### config.mk
export PLATFORM = sky130hd
export DESIGN_NAME = pixel_row_memory
export DESIGN_NICKNAME = d
export VERILOG_FILES = /design/src/rtl/pixel_row_memory.sv
export SDC_FILE = /design/constraint.sdc
export NUM_CORES = 1
export LEC_CHECK = 0
export ABC_CLOCK_PERIOD_IN_PS = 3400
export BUFFER_PORTS_ARGS = -buffer_cell sky130_fd_sc_hd__buf_2
export CORE_MARGIN = 2
export CORE_UTILIZATION = 30
export CTS_BUF_LIST = sky130_fd_sc_hd__clkbuf_4 sky130_fd_sc_hd__clkbuf_8 sky130_fd_sc_hd__clkbuf_16
export DETAILED_ROUTE_END_ITERATION = 12
export GPL_ROUTABILITY_DRIVEN = 0
export REMOVE_ABC_BUFFERS = 1
export SYNTH_ARGS = -nofsm -noshare
export SYNTH_HDL_FRONTEND = slang
export SYNTH_SLANG_ARGS = --single-unit
### constraint.sdc
create_clock -name clk -period 3.4 [get_ports clk]
set_clock_uncertainty 0.15 [all_clocks]
set_input_delay 0.34 -clock clk [delete_from_list [all_inputs] [get_ports clk]]
set_output_delay 0.34 -clock clk [all_outputs]
set_load 0.01 [all_outputs]
### src/rtl/pixel_row_memory.sv
// Pixel-array side of the shared pixel bus: per-row exposure integration, ramp-compare latch, one-hot row readout.
// Optional SATURATION_FLAG_EN: rows untripped at the end of a conversion read back all-ones with sat_out set.
module pixel_row_memory #(
  parameter int N_ROWS  = 4,
  parameter int DATA_W  = 8,
  parameter int LIGHT_W = 4,
  parameter int ACC_W   = 12
) (
  input  logic                       clk,
  input  logic                       reset,
  input  logic                       erase,
  input  logic                       expose,
  input  logic                       convert,
  input  logic [N_ROWS-1:0]          read,
  input  logic [DATA_W-1:0]          ramp_code,
  input  logic [N_ROWS*LIGHT_W-1:0]  light,
  output logic [DATA_W-1:0]          data_out,
  output logic                       data_oe,
  output logic                       proto_err,
  output logic [N_ROWS-1:0]          busy_row
`ifdef SATURATION_FLAG_EN
  ,output logic                      sat_out
`endif
);

  typedef enum logic [2:0] {
    ST_IDLE,
    ST_ERASE,
    ST_EXPOSE,
    ST_CONVERT,
    ST_READ
  } state_t;

  state_t              state_q, state_d, phase;
  logic [ACC_W-1:0]    acc_q  [N_ROWS];
  logic [ACC_W-1:0]    acc_d  [N_ROWS];
  logic [DATA_W-1:0]   code_q [N_ROWS];
  logic [DATA_W-1:0]   code_d [N_ROWS];
  logic [N_ROWS-1:0]   tripped_q, tripped_d;
  logic [N_ROWS-1:0]   busy_q, busy_d;
  logic                perr_q, perr_d;
`ifdef SATURATION_FLAG_EN
  logic [N_ROWS-1:0]   sat_q, sat_d;
`endif

  logic                read_any, read_multi, legal, entering;
  logic [2:0]          n_phase;
  logic [ACC_W:0]      sum;
  logic                trip_base, busy_base;

  // Phase decode and legality: one phase per cycle, at most one read strobe.
  always_comb begin
    read_any   = |read;
    read_multi = |(read & (read - {{(N_ROWS-1){1'b0}}, 1'b1}));
    n_phase    = 3'(erase) + 3'(expose) + 3'(convert) + 3'(read_any);
    legal      = (n_phase <= 3'd1) && !read_multi;
    phase      = ST_IDLE;
    if (erase)         phase = ST_ERASE;
    else if (expose)   phase = ST_EXPOSE;
    else if (convert)  phase = ST_CONVERT;
    else if (read_any) phase = ST_READ;
  end

  always_comb begin
    state_d   = state_q;
    tripped_d = tripped_q;
    busy_d    = busy_q;
    perr_d    = perr_q;
    entering  = 1'b0;
    sum       = '0;
    trip_base = 1'b0;
    busy_base = 1'b0;
    for (int i = 0; i < N_ROWS; i++) begin
      acc_d[i]  = acc_q[i];
      code_d[i] = code_q[i];
    end
`ifdef SATURATION_FLAG_EN
    sat_d = sat_q;
`endif

    if (!legal) begin
      perr_d = 1'b1;
    end else begin
      state_d = phase;

      if (convert) begin
        entering = (state_q != ST_CONVERT);
        for (int i = 0; i < N_ROWS; i++) begin
          trip_base    = entering ? 1'b0 : tripped_q[i];
          busy_base    = entering ? 1'b1 : busy_q[i];
          tripped_d[i] = trip_base;
          busy_d[i]    = busy_base;
          if (!trip_base && (ramp_code >= acc_q[i][ACC_W-1 -: DATA_W])) begin
            code_d[i]    = ramp_code;
            tripped_d[i] = 1'b1;
            busy_d[i]    = 1'b0;
`ifdef SATURATION_FLAG_EN
            sat_d[i]     = 1'b0;
`endif
          end
        end
      end else if (state_q == ST_CONVERT) begin
        busy_d = '0;
`ifdef SATURATION_FLAG_EN
        for (int i = 0; i < N_ROWS; i++) begin
          if (!tripped_q[i]) begin
            code_d[i] = '1;
            sat_d[i]  = 1'b1;
          end
        end
`endif
      end

      // Erase is evaluated after the convert-exit handling so it always wins.
      if (erase) begin
        tripped_d = '0;
        for (int i = 0; i < N_ROWS; i++) begin
          acc_d[i]  = '0;
          code_d[i] = '0;
        end
`ifdef SATURATION_FLAG_EN
        sat_d = '0;
`endif
      end

      if (expose) begin
        for (int i = 0; i < N_ROWS; i++) begin
          sum = {1'b0, acc_q[i]} +
                {{(ACC_W+1-LIGHT_W){1'b0}}, light[i*LIGHT_W +: LIGHT_W]};
          acc_d[i] = sum[ACC_W] ? {ACC_W{1'b1}} : sum[ACC_W-1:0];
        end
      end
    end
  end

  always_ff @(posedge clk or negedge reset) begin
    if (!reset) begin
      state_q   <= ST_IDLE;
      tripped_q <= '0;
      busy_q    <= '0;
      perr_q    <= 1'b0;
      for (int i = 0; i < N_ROWS; i++) begin
        acc_q[i]  <= '0;
        code_q[i] <= '0;
      end
`ifdef SATURATION_FLAG_EN
      sat_q     <= '0;
`endif
    end else begin
      state_q   <= state_d;
      tripped_q <= tripped_d;
      busy_q    <= busy_d;
      perr_q    <= perr_d;
      for (int i = 0; i < N_ROWS; i++) begin
        acc_q[i]  <= acc_d[i];
        code_q[i] <= code_d[i];
      end
`ifdef SATURATION_FLAG_EN
      sat_q     <= sat_d;
`endif
    end
  end

  // Bus drive is combinational so the parent samples the code on the same edge.
  always_comb begin
    data_out = '0;
    data_oe  = 1'b0;
`ifdef SATURATION_FLAG_EN
    sat_out  = 1'b0;
`endif
    if (legal && read_any) begin
      data_oe = 1'b1;
      for (int i = 0; i < N_ROWS; i++) begin
        if (read[i]) begin
          data_out = code_q[i];
`ifdef SATURATION_FLAG_EN
          sat_out  = sat_q[i];
`endif
        end
      end
    end
  end

  assign proto_err = perr_q;
  assign busy_row  = busy_q;

endmodule

After elaboration in Yosys (flattened, before gate mapping)
Cells that the tools add are included.
{"block": "totals", "inputBits": 33, "output_inout_bits": 14, "reg_bits": 92, "elab_cells": 104}
{"block": "classes", "reduce_logical": 30, "addsub": 8, "eq_ne": 6, "magnitude_cmp": 5, "bitwise_logic": 1, "mux": 39}
{"op": "$mux 48", "count": 2}
{"op": "$mux 8", "count": 9}
{"op": "$mux 32", "count": 2}
{"op": "$add 12x4->13", "count": 4}
{"op": "$mux 12", "count": 4}
{"op": "$ge 8x8->1", "count": 4}
{"op": "$reduce_and 3->1", "count": 8}
{"op": "$mux 4", "count": 4}
{"op": "$mux 1", "count": 14}
{"op": "$reduce_bool 2->1", "count": 7}
{"op": "$mux 3", "count": 4}
{"op": "$ne 3x1->1 const B", "count": 4}
{"op": "$reduce_or 4->1", "count": 2}
{"op": "$logic_and 1x1->1", "count": 6}
{"op": "$logic_not 1->1", "count": 5}
{"op": "$and 4x4->4", "count": 1}
{"op": "$reduce_and 2->1", "count": 2}
{"op": "$sub 4x1->4 const B", "count": 1}
{"op": "$add 2x1->3", "count": 1}
{"op": "$add 3x1->3", "count": 1}
{"op": "$eq 3x2->1 const B", "count": 1}
{"op": "$le 3x1->1 const B", "count": 1}
{"op": "$ne 3x2->1 const B", "count": 1}
{"op": "$add 1x1->2", "count": 1}

Longest topological paths before layout
{"block": "logic_depth", "word_depth": 7, "mapped_depth": 10, "depth_no_buf": 8}

Worst setup path before layout
Ideal clock, no wire load.
{"block": "synth_path", "path_type": "input to register", "start": "in read[3]", "end": "reg code_q[24] in the netlist's numbering", "n_path_buf": 2, "arrival_ns": 2.558, "slack_ns": 0.624, "stages": 10, "path_cell_list": "clkbuf_1 nor3_1 nand2b_1 fa_1 a21oi_1 o21ai_1 or3_1 buf_6 nor3b_4 a22o_1"}
{"block": "synth_via", "elab_chain_cells": 6}
{"element": "start, declared", "line": "14", "text": "input logic [N_ROWS-1:0] read,"}
{"element": "parallel branches: the longest is 4 deep, another holds $add 3x1->3"}
{"element": "$logic_and 1x1->1 (*)", "line": "56", "text": "legal = (n_phase <= 3'd1) && !read_multi;"}
{"element": "$reduce_and 3->1 (no source line) (*)"}
{"element": "end signal, assigned by index", "line": "156", "text": "code_q[i] <= code_d[i];"}
{"element": "end, declared", "line": "37", "text": "logic [DATA_W-1:0] code_q [N_ROWS];"}
Mark *: on every way between the ends.
A chain may end at the register's enable or synchronous reset.

Final worst setup path
{"block": "layout_path", "start": "reg acc_q[40] in the netlist's numbering", "end": "reg code_q[30] in the netlist's numbering"}
{"block": "layout_via", "elab_chain_cells": 4}
{"element": "start, declared", "line": "35", "text": "logic [ACC_W-1:0] acc_q [N_ROWS];"}
{"element": "start signal, assigned by index", "line": "155", "text": "acc_q[i] <= acc_d[i];"}
{"element": "$ge 8x8->1", "line": "93", "text": "if (!trip_base && (ramp_code >= acc_q[i][ACC_W-1 -: DATA_W])) begin"}
{"element": "$logic_and 1x1->1", "line": "93"}
{"element": "$reduce_bool 2->1 (no source line)"}
{"element": "$reduce_and 3->1 (no source line)"}
Every way passes these cells.

==> out/results.tsv <==
stage	metric	value	unit
synth	Mapped Cells	661	
synth	Synth Area per Inst	9.03	um2
placement	HPWL after DPL	11200	um
critical_path	Worst setup SP type	flop	
clock_tree	clk_lat worst skew	0.35	ns
sta	Final Hold Fails	0	
drt	WL/cell	16.5	um
final_layout	ANT cells	0	
floorplanning	core area	19500	um2
job	Max-Cap Viols	0	
critical_path	WS Path Type	reg2reg	
floorplanning	die area	21000	um2
placement	count of port buffers added during placement	46	
sta	fin. max-slew vios	0	
power_and_ir_drop	total power	3450	uW
drt	post-route ant nets	0	
synth	Yosys top cell area share	38.6	%
floorplanning	# IOs	47	
synth	largest area contributor in the netlist	dfrtp_1	
critical_path	CP required	3.54	ns
clock_tree	clk slew on worst S/H paths	0.07	ns
power_and_ir_drop	maximum VDD drop	0.000266	V
drt	DRC viols	0	
clock_tree	root buffer cell	clkbuf_16	
clock_tree	Max Buffers Root-to-Sink	2	
clock_tree	# resized after CTS	0	
synth	FF+latch count, synth	92	
sta	Fmax	0.348	GHz
drt	routed vias/inst	5.38	
synth	Post-synth EDFFs	0	
floorplanning	row count	51	
final_layout	final design utilization	34.9	%
drt	final wirelength	16000	um
floorplanning	Die H	145	um
grt	vias in the first global route	5058	
synth	Unique masters post-synth	56	
sta	RSZ-0062 raised after global routing	no	
grt	largest net degree at the start of global routing	51	
clock_tree	CTS tree	yes	
synth	ys flop type	dfrtp_1	
drt	Initial DRT Pass Iterations	5	
clock_tree	# clock sinks	92	
grt	global-route wire length before repair	26900	um
floorplanning	Die X	145	um
drt	initial detailed-routing violation count	383	
power_and_ir_drop	P_leak	0.00298	uW
critical_path	Critical Path AT	3.01	ns
sta	fraction of the cycle the final worst path needs	84.6	%
final_layout	Post-Layout Cell Count	967	
sta	Worst-Margin Slew	0.899	ns
clock_tree	total CTS buffers	9	
synth	ys async rst share	100	%
critical_path	Critical Path Fanout Max	8	
grt	GRT Total Usage	15.6	%
final_layout	area grow syn2layout	14.3	%
critical_path	Crit. End Element	flop	
synth	sequential-to-total area share from yosys stat	38.6	%
placement	placed cell count	950	
final_layout	Final #Nets	784	
worst_hold_path	HP Class	in2reg	
drt	via count	5207	
final_layout	ratio of cells with drive above 1 in the final layout	11.1	%
synth	top cells by area, synth	dfrtp_1, ha_1, a21oi_1, nand2_1, o21ai_0	
run_status	status	completed	
synth	Mapped Area	5970	um2
clock_tree	postcts setup bufs	0	
sta	final setup violation count	0	
sta	Slew headroom	39.8	%
grt	antenna violations before repair	0	
floorplanning	initial core utilization	30.6	%
grt	grt total ovfl	0	
clock_tree	H-tree Lvls	3	
synth	Synth Warn #	0	
power_and_ir_drop	Pwr Density	506	nW/um2
sta	minimum clock period	2.88	ns
[layer usage]
| metal | track usage, % | wire length [um] | up-vias | share of wire (%) |
|---|---|---|---|---|
| met3 | 3.40 | 725 | 18 | 4.5 |
| met4 | 4.22 | 214 | 0 | 1.3 |
| met2 | 24.1 | 7270 | 118 | 45 |
| met5 | 0 | 0 | - | 0 |
| li1 | - | - | 2561 | - |
| met1 | 22.1 | 7790 | 2510 | 49 |
[cell usage in the layout (no fill, tap or decap), drive strengths merged, types with 20 or more instances in the layout]
master	count
nor2	41
buf	54
inv	45
nor3	20
o21ai	45
a21oi	63
dfrtp	92
nand2	61
a22o	24
ha	49
[cell type report]
cell class / instances / area [um2]
fillers: 2042 / 12700
clock inverters: 7 / 73.8
flip-flops and latches: 92 / 2300
repair buffers: 55 / 340
inverters: 43 / 161
multi-input cells: 496 / 3390
well taps: 265 / 332
clock buffers: 9 / 225
[final timing paths]
kind                              start          to  slack, ns  depth (start not counted)
hold reg to reg               proto_err   proto_err       0.33                          1
max in group asynchronous         reset   acc_q[13]       1.99                          3
setup reg to reg              acc_q[40]  code_q[30]       0.52                          6
min in group asynchronous         reset   proto_err       0.39                          2
setup / recovery              acc_q[40]  code_q[30]       0.52                          6
hold / removal             ramp_code[0]  code_q[24]       0.13                          2
[through the flow]
step	hold WS [ns]	cell area, um2	TNS (ns)	setup WS [ns]
4_1_cts	0.107	6820	0	0.573
6_report	0.130	6820	0	0.525
2_1_floorplan	-0.106	5850	-0.276	-0.137
3_5_place_dp	0.243	6510	0	0.338
3_3_place_gp	0.237	6510	0	0.364
5_1_grt	0.137	6820	0	0.359
[where the power goes]
group / leakage, uW / internal, uW / switching, uW
registers: 0.00118 / 1280 / 167
logic: 0.00165 / 416 / 553
clock network: 0.000146 / 574 / 463
[worst max-delay path: stages (launching register included)]
cell and delay [ns]:
dfrtp_1 0.45, ha_1 0.29, nand2b_1 0.14, a2111oi_0 0.58
o31ai_1 0.20, a31oi_1 0.77, a22o_1 0.23
[cell usage after synthesis, drive strengths merged (3+ instances only)]
| cell | instances |
|---|---|
| a21o | 9 |
| nand2 | 61 |
| fa | 5 |
| nand2b | 7 |
| nand3 | 7 |
| and3 | 11 |
| buf | 4 |
| a211oi | 6 |
| o21a | 8 |
| nor3 | 20 |
| o31a | 4 |
| o21ai | 45 |
| o311ai | 9 |
| nor3b | 4 |
| o211ai | 14 |
| xor2 | 5 |
| inv | 43 |
| nor2 | 41 |
| o31ai | 14 |
| o41ai | 6 |
| a22o | 24 |
| a31oi | 16 |
| nor2b | 9 |
| a2111oi | 4 |
| dfrtp | 92 |
| nand4 | 8 |
| and2 | 3 |
| xnor2 | 3 |
| a311oi | 3 |
| clkbuf | 26 |
| a21oi | 63 |
| a221oi | 10 |
| nor4 | 4 |
| ha | 49 |
[sequential cells by signal (all words and copies together) (netlist names)]
name and count:
busy_row 4, tripped_q 4, state_q 3, code_q 32, acc_q 48, proto_err 1
[cell families (layout without fill, tap and decap cells)]
kind of cell    Yosys count  count (layout)  share of synthesized area, %
compound gates          252             252                          28.6
xor+xnor                  8               8                          1.17
fa+ha+maj                54              54                          11.9
buf+inv                  73             114                          4.74
flops                    92              92                          38.6
simple gates            182             182                          15.0
[repair_timing]
| item | in CTS | in global routing |
|---|---|---|
| setup endpoints to repair | 0 | 0 |
| endpoints found under the hold margin | 43 | 0 |
| hold buffers | 1 | 0 |
Power figures use the tool's default switching activity.
